### src/rtl/dsp_sub_i8_i8_i8.sv
// Signed 8-bit DSP-style subtractor, y = a - b (wrapping).
// Optional output register models the DSP P-register.
module dsp_sub_i8_i8_i8 #(
  parameter int WIDTH   = 8,
  parameter bit OUT_REG = 1'b0
) (
  input  logic             clock,
  input  logic             reset,
  input  logic [WIDTH-1:0] a,
  input  logic [WIDTH-1:0] b,
  output logic [WIDTH-1:0] y
);

  logic [WIDTH-1:0] w_diff;

  // Modular difference; signed and unsigned views share bits
  always_comb begin
    w_diff = a - b;
  end

  generate
    if (OUT_REG) begin : g_reg
      logic [WIDTH-1:0] r_y;

      // P-register: async clear, loads difference every edge
      always_ff @(posedge clock or posedge reset) begin
        if (reset) begin
          r_y <= '0;
        end else begin
          r_y <= w_diff;
        end
      end

      assign y = r_y;
    end else begin : g_comb
      // clock/reset kept only for library port uniformity
      logic w_unused_ok;
      assign w_unused_ok = &{1'b0, clock, reset};
      assign y = w_diff;
    end
  endgenerate

endmodule

### config.mk
export PLATFORM = sky130hd
export DESIGN_NAME = dsp_sub_i8_i8_i8
export DESIGN_NICKNAME = d
export VERILOG_FILES = /design/src/rtl/dsp_sub_i8_i8_i8.sv
export SDC_FILE = /design/constraint.sdc
export NUM_CORES = 1
export LEC_CHECK = 0
export BUFFER_PORTS_ARGS = -buffer_cell sky130_fd_sc_hd__buf_2
export CAP_MARGIN = 25
export CORE_AREA = 2 2 39 41
export DETAILED_ROUTE_END_ITERATION = 10
export DIE_AREA = 0 0 41 43
export PLACE_DENSITY_LB_ADDON = 0.25
export RECOVER_POWER = 50
export REMOVE_ABC_BUFFERS = 1
export SYNTH_ARGS = -nofsm -noshare
export SYNTH_HDL_FRONTEND = slang
export SYNTH_SLANG_ARGS = --single-unit
### constraint.sdc
create_clock -name vclk -period 1.5
set_clock_uncertainty 0.1 [all_clocks]
set_input_delay 0 -clock vclk [all_inputs]
set_output_delay 0 -clock vclk [all_outputs]
set_load 0.005 [all_outputs]
==> Flow_metrics.wiki, run 1 <==
{| class="wikitable"
! Metric !! Value
|-
| ANT cells || 0
|-
| Overflow left after global routing || 0
|-
| Mapped Area || 332 um2
|-
| Layout clock buffer count || 0
|-
| Maximum achievable frequency || 685 MHz
|-
| Critical Path RT || 1.40 ns
|-
| Fraction of final layout cells sized beyond drive strength 1 || 51.4%
|-
| Register area || 0 um2
|-
| Floorplan core area || 1380 um2
|-
| Most common cell after layout, fill and taps aside || sky130_fd_sc_hd__buf_2
|-
| Count of hold buffers inserted by post-cts repair || 0
|-
| Routing usage on met3 || 0%
|-
| Share of the core filled with cells || 39.1%
|-
| Area growth from synthesis to layout || 63.0%
|-
| Number of synthesis warnings || 0
|-
| CP Capture Point || y[6]
|-
| Height of the die || 43 um
|-
| Total GRT Usage || 9.09%
|-
| Number of hold violations in the final report || 0
|-
| Max Cap Violations || 0
|-
| P per Cell Area || 411 nW/um2
|-
| Met2 routing resource usage after global routing || 18.8%
|-
| Average wire per cell in the routed design || 8.65 um
|-
| Setup crit end kind || output port
|-
| Most frequent cells in the layout || sky130_fd_sc_hd__buf_2 (22), sky130_fd_sc_hd__inv_1 (7), sky130_fd_sc_hd__ha_1 (6)
|-
| Detailed-routing iteration count for the pre-antenna-repair pass || 2
|-
| Startpoint type of the worst setup path || input port
|-
| Floorplan row count || 14
|-
| Final standard cell count with taps included and fillers excluded || 88
|-
| Instance count of the mapped netlist || 43
|-
| Count of different cell masters after synthesis || 19
|-
| Total number of vias || 392
|-
| Run status || complete, no violations
|-
| Actual transition at the worst max-transition pin || 0.220 ns
|-
| Leakage Power || 0.301 nW
|-
| Unrepaired setup endpoints after global routing || true
|-
| Antenna violations before repair || 0
|-
| Vias in the first global route || 361
|-
| DRT iter0 DRCs || 7
|-
| Final Slew Violations || 0
|-
| Final setup violating endpoints || 0
|-
| FF+latch count || 0
|-
| Ports placed on the boundary || 26
|-
| Placed instance count || 87
|-
| Worst-case hold slack || 0.256 ns
|-
| Data arrival time at the worst-slack endpoint || 1.36 ns
|-
| DR vias/cell || 4.45
|-
| Cell area after layout || 541 um2
|-
| Count of buffers inserted at the top-level ports || 24
|-
| Gp weighted congestion || 0.639
|-
| Nets || 100
|-
| Maximum number of pins on one net before global-route repair || 6
|-
| Global-route wire length before repair || 1240 um
|-
| Depth of the worst hold-timing path || 4
|-
| Post-route setup TNS || 0 ns
|-
| Starting density of the core || 24.0%
|-
| Horizontal die dimension || 41 um
|-
| Crit-path max FO || 2
|-
| GR peak layer || met2
|-
| Slew headroom || 85.4%
|-
| Final ANT Viol Nets || 0
|-
| Floorplan die area || 1760 um2
|-
| Placed cell area || 502 um2
|-
| Synth Area per Inst || 7.71 um2
|-
| HP Class || in2out
|-
| Global-route met1 utilization || 9.81%
|-
| Kind of critical path || in2out
|-
| Post-layout minimum cycle time || 1.46 ns
|-
| Worst setup path startpoint || a[0]
|-
| Total Routed Length || 761 um
|-
| Sequential cell area fraction in the yosys report || 0%
|-
| Highest ir drop seen on vdd || 0.000126 V
|-
| DRC violation count after routing || 0
|-
| Share of the clock period used by the worst path after layout || 97.3%
|}
## synthesized netlist by cell type, drive strengths merged
library cell  count  share of area, %
nand2b            1               1.9
fa                1               6.0
xnor2             5                13
xor2              1               2.6
or2b              1               2.3
o21ai             1               1.5
a211oi            1               2.3
a21o              4               9.4
o21bai            1               2.3
nor2              2               2.3
a31oi             2               3.8
a311o             1               3.0
o211ai            1               3.8
a21oi             4               7.2
inv               9                10
ha                7                26
or3               1               1.9
## worst max-delay path, cell delays in order
cell                       delay, ns
sky130_fd_sc_hd__buf_6          0.09
sky130_fd_sc_hd__inv_4          0.04
sky130_fd_sc_hd__ha_4           0.12
sky130_fd_sc_hd__inv_2          0.03
sky130_fd_sc_hd__fa_2           0.34
sky130_fd_sc_hd__a211oi_2       0.20
sky130_fd_sc_hd__o21bai_1       0.10
sky130_fd_sc_hd__a21oi_1        0.17
sky130_fd_sc_hd__xnor2_1        0.13
sky130_fd_sc_hd__buf_2          0.13
## routing by layer
layer	up-vias	wire [um]	part of all wire, %
met5	-	0	0
met1	172	299	39
met3	0	61	8.0
li1	208	-	-
met4	0	0	0
met2	12	400	53
## through the flow
step                setup slack [ns]  power (mW)
finish                        0.0410       0.222
global route                 -0.0439       0.249
CTS                          -0.0179       0.223
detailed placement            -0.137       0.209
global placement              -0.104       0.207
floorplan                      0.168       0.123
## how the worst min path moves through the flow
stage / from / to / slack, ns
2_1_floorplan: b[0] / y[0] / 0.03
3_3_place_gp: b[0] / y[0] / 0.22
3_5_place_dp: b[0] / y[0] / 0.23
4_1_cts: b[0] / y[0] / 0.26
5_1_grt: b[0] / y[0] / 0.27
6_report: b[0] / y[0] / 0.26
## cell families after synthesis
logic type                 count (synthesis)  synth area share [%]
adders and majority gates                  8                  32.5
xor gates and xnor gates                   6                  15.8
AOI/OAI and AO/OA                         15                  33.2
buffers and inverters                      9                  10.2
and+or+nand+nor                            5                  8.31
## where the power goes
group | total, mW | switching (mW) | internal (mW) | leakage [nW]
registers | 0 | 0 | 0 | 0
logic | 0.222 | 0.0995 | 0.123 | 0.301
clock network | 0 | 0 | 0 | 0
## area by class of cell
type	count	area (um2)
fill	162	843
multi-input combinational	34	322
timing repair buffer	29	163
inverter	9	36.3
tap	16	20.0
## what timing repair did
item / 4_1_cts / 5_1_grt
pin swaps: 7 / 6
endpoints found under the setup margin: 2 / 3
endpoints found under the hold margin: 0 / 0
resized for setup: 9 / 0
setup buffers: 0 / 1
Note: power is estimated with default switching activity, not from simulation.
==> run 2: changes to the inputs <==
--- a/config.mk
+++ b/config.mk
@@ -7,6 +7,8 @@
 export LEC_CHECK = 0
 export BUFFER_PORTS_ARGS = -buffer_cell sky130_fd_sc_hd__buf_2
 export CAP_MARGIN = 25
+export CELL_PAD_IN_SITES_DETAIL_PLACEMENT = 0
+export CELL_PAD_IN_SITES_GLOBAL_PLACEMENT = 1
 export CORE_AREA = 2 2 39 41
 export DETAILED_ROUTE_END_ITERATION = 10
 export DIE_AREA = 0 0 41 43
==> run 2 against run 1 <==
Effect of this change:
- combinational power rose by 3%
- via count fell by 4.8%
- die area did not move
- global-route usage fell by 1.1 points
- power rose by 2.7%
- sequential cell count did not move
- worst setup slack improved by 0.011 ns
- clock-buffer cell count did not move
- critical endpoint is now y[4]
- critical path depth did not move
- utilization rose by 1.2 points
- sequential share of layout area did not move
- largest cell class unchanged
==> Flow_metrics.wiki, run 2 (same netlist as run 1, synthesis figures left out) <==
{| class="wikitable"
! Metric !! Value
|-
| Post-route setup TNS || 0 ns (unchanged)
|-
| Share of the clock period used by the worst path after layout || 96.5% (-0.75 points)
|-
| Height of the die || 43 um (unchanged)
|-
| HP Class || in2out
|-
| Number of hold violations in the final report || 0 (unchanged)
|-
| Most common cell after layout, fill and taps aside || sky130_fd_sc_hd__buf_2
|-
| Crit path max-delay family || adder cells
|-
| Antenna violations before repair || 0 (unchanged)
|-
| Horizontal die dimension || 41 um (unchanged)
|-
| Most frequent cells in the layout || sky130_fd_sc_hd__buf_2 (23), sky130_fd_sc_hd__inv_1 (7), sky130_fd_sc_hd__xnor2_1 (5), sky130_fd_sc_hd__ha_1 (5)
|-
| DR vias/cell || 4.29 (-3.8%)
|-
| DRC violation count after routing || 0 (unchanged)
|-
| Floorplan row count || 14 (unchanged)
|-
| Fraction of final layout cells sized beyond drive strength 1 || 53.5% (+2.1 points)
|-
| Nets || 99 (-1.0%)
|-
| Total Routed Length || 720 um (-5.4%)
|-
| Run status || complete, no violations
|-
| DRT iter0 DRCs || 1 (-6)
|-
| Post-DP HPWL || 634 um
|-
| Kind of critical path || in2out
|-
| Maximum achievable frequency || 691 MHz (+0.77%)
|-
| Final ANT Viol Nets || 0 (unchanged)
|-
| Final setup violating endpoints || 0 (unchanged)
|-
| Final Slew Violations || 0 (unchanged)
|-
| Total GRT Usage || 8.00% (-1.1 points)
|-
| Depth of the worst hold-timing path || 4 (unchanged)
|-
| Unrepaired setup endpoints after global routing || true
|-
| ANT cells || 0 (unchanged)
|-
| Overflow left after global routing || 0 (unchanged)
|-
| Count of buffers inserted at the top-level ports || 24 (unchanged)
|-
| Crit-path max FO || 2 (unchanged)
|-
| Layout clock buffer count || 0 (unchanged)
|-
| Gp weighted congestion || 0.613 (-4.1%)
|-
| Bufs and invs on worst path || 5 (+1)
|-
| Maximum number of pins on one net before global-route repair || 6 (unchanged)
|-
| Post-layout minimum cycle time || 1.45 ns (-0.0112 ns)
|-
| Vias in the first global route || 287 (-20%)
|-
| Setup crit end kind || output port
|-
| P per Cell Area || 410 nW/um2 (-0.32%)
|-
| Area growth from synthesis to layout || 67.9%
|-
| Cell occurring most often along the worst timing path || sky130_fd_sc_hd__buf_6
|-
| Floorplan die area || 1760 um2 (unchanged)
|-
| Starting density of the core || 24.0% (unchanged)
|-
| Startpoint of the tightest hold check path || b[0]
|-
| Detailed-routing iteration count for the pre-antenna-repair pass || 2 (unchanged)
|-
| Worst Hold Endpoint || y[0]
|-
| Startpoint type of the worst setup path || input port
|-
| Total number of vias || 373 (-4.8%)
|-
| Leakage Power || 0.300 nW (-0.21%)
|-
| Slew headroom || 84.0% (-1.4 points)
|-
| Highest ir drop seen on vdd || 0.000160 V (+27%)
|-
| Actual transition at the worst max-transition pin || 0.240 ns (+0.0204 ns)
|-
| Power Total || 228 uW (+2.7%)
|-
| Max Cap Violations || 0 (unchanged)
|-
| Register area || 0 um2 (unchanged)
|-
| FF+latch count || 0 (unchanged)
|-
| Global-route wire length before repair || 1070 um (-13%)
|-
| Largest stage delay on the critical path || 0.35 ns (about the same)
|-
| Average wire per cell in the routed design || 8.28 um (-4.3%)
|-
| Floorplan core area || 1380 um2 (unchanged)
|-
| Data arrival time at the worst-slack endpoint || 1.35 ns (about the same)
|-
| CP cell instances || buf_6 -> inv_4 -> ha_4 -> inv_2 -> fa_2 -> buf_6 -> a21o_4 -> a21oi_2 -> xnor2_1 -> buf_2
|-
| Critical Path RT || 1.40 ns (about the same)
|-
| Ports placed on the boundary || 26 (unchanged)
|-
| Slowest-stage cell, CP || sky130_fd_sc_hd__fa_2
|}
[run 2: how the worst max path moves through the flow]
stage,to,cells after the start,start,slack (ns)
3_5_place_dp,y[6],10,a[0],-0.12
3_3_place_gp,y[6],10,a[0],-0.10
4_1_cts,y[6],10,a[0],-0.002
2_1_floorplan,y[6],8,a[0],0.17
5_1_grt,y[6],10,a[0],-0.06
6_report,y[4],10,a[0],0.05
[run 2: power by group]
| part | switching, mW | internal [mW] |
|---|---|---|
| clock network | 0 | 0 |
| logic | 0.0998 | 0.128 |
| registers | 0 | 0 |
[run 2: area by class of cell]
type | instances | area, um2
inverters | 9 | 36.3
repair buffers | 28 | 160
fillers | 153 | 827
well taps | 16 | 20.0
multi-input cells | 34 | 340
[run 2: per-layer routing]
metal / track usage, % / vias up / share of wire, %
li1: - / 205 / -
met1: 11.7 / 155 / 44
met2: 13.4 / 13 / 47
met3: 0 / 0 / 8.2
met4: 0 / 0 / 0
met5: 0 / - / 0
[run 2: through the flow]
step           setup WS (ns)  hold WS (ns)  area (um2)  utilization, %  cells
2_1_floorplan          0.168        0.0313         332               -     43
3_3_place_gp          -0.103         0.227         494            35.7     86
3_5_place_dp          -0.121         0.230         494            35.7     86
4_1_cts             -0.00231         0.231         505            36.5     86
5_1_grt              -0.0560         0.269         557            40.2     87
6_report              0.0522         0.252         557            40.2     87
[run 2: repair_timing]
| item | CTS | global route |
|---|---|---|
| resized for setup | 3 | 9 |
| setup endpoints to repair | 2 | 3 |
| setup buffers | 0 | 1 |
| pin swaps | 2 | 3 |
| hold buffers | 0 | 0 |
[run 2: tightest hold or removal path: cells and delay by family]
kind | cells | cell delay, ns
buffers and inverters | 3 | 0.24
adders and majority gates | 1 | 0.11
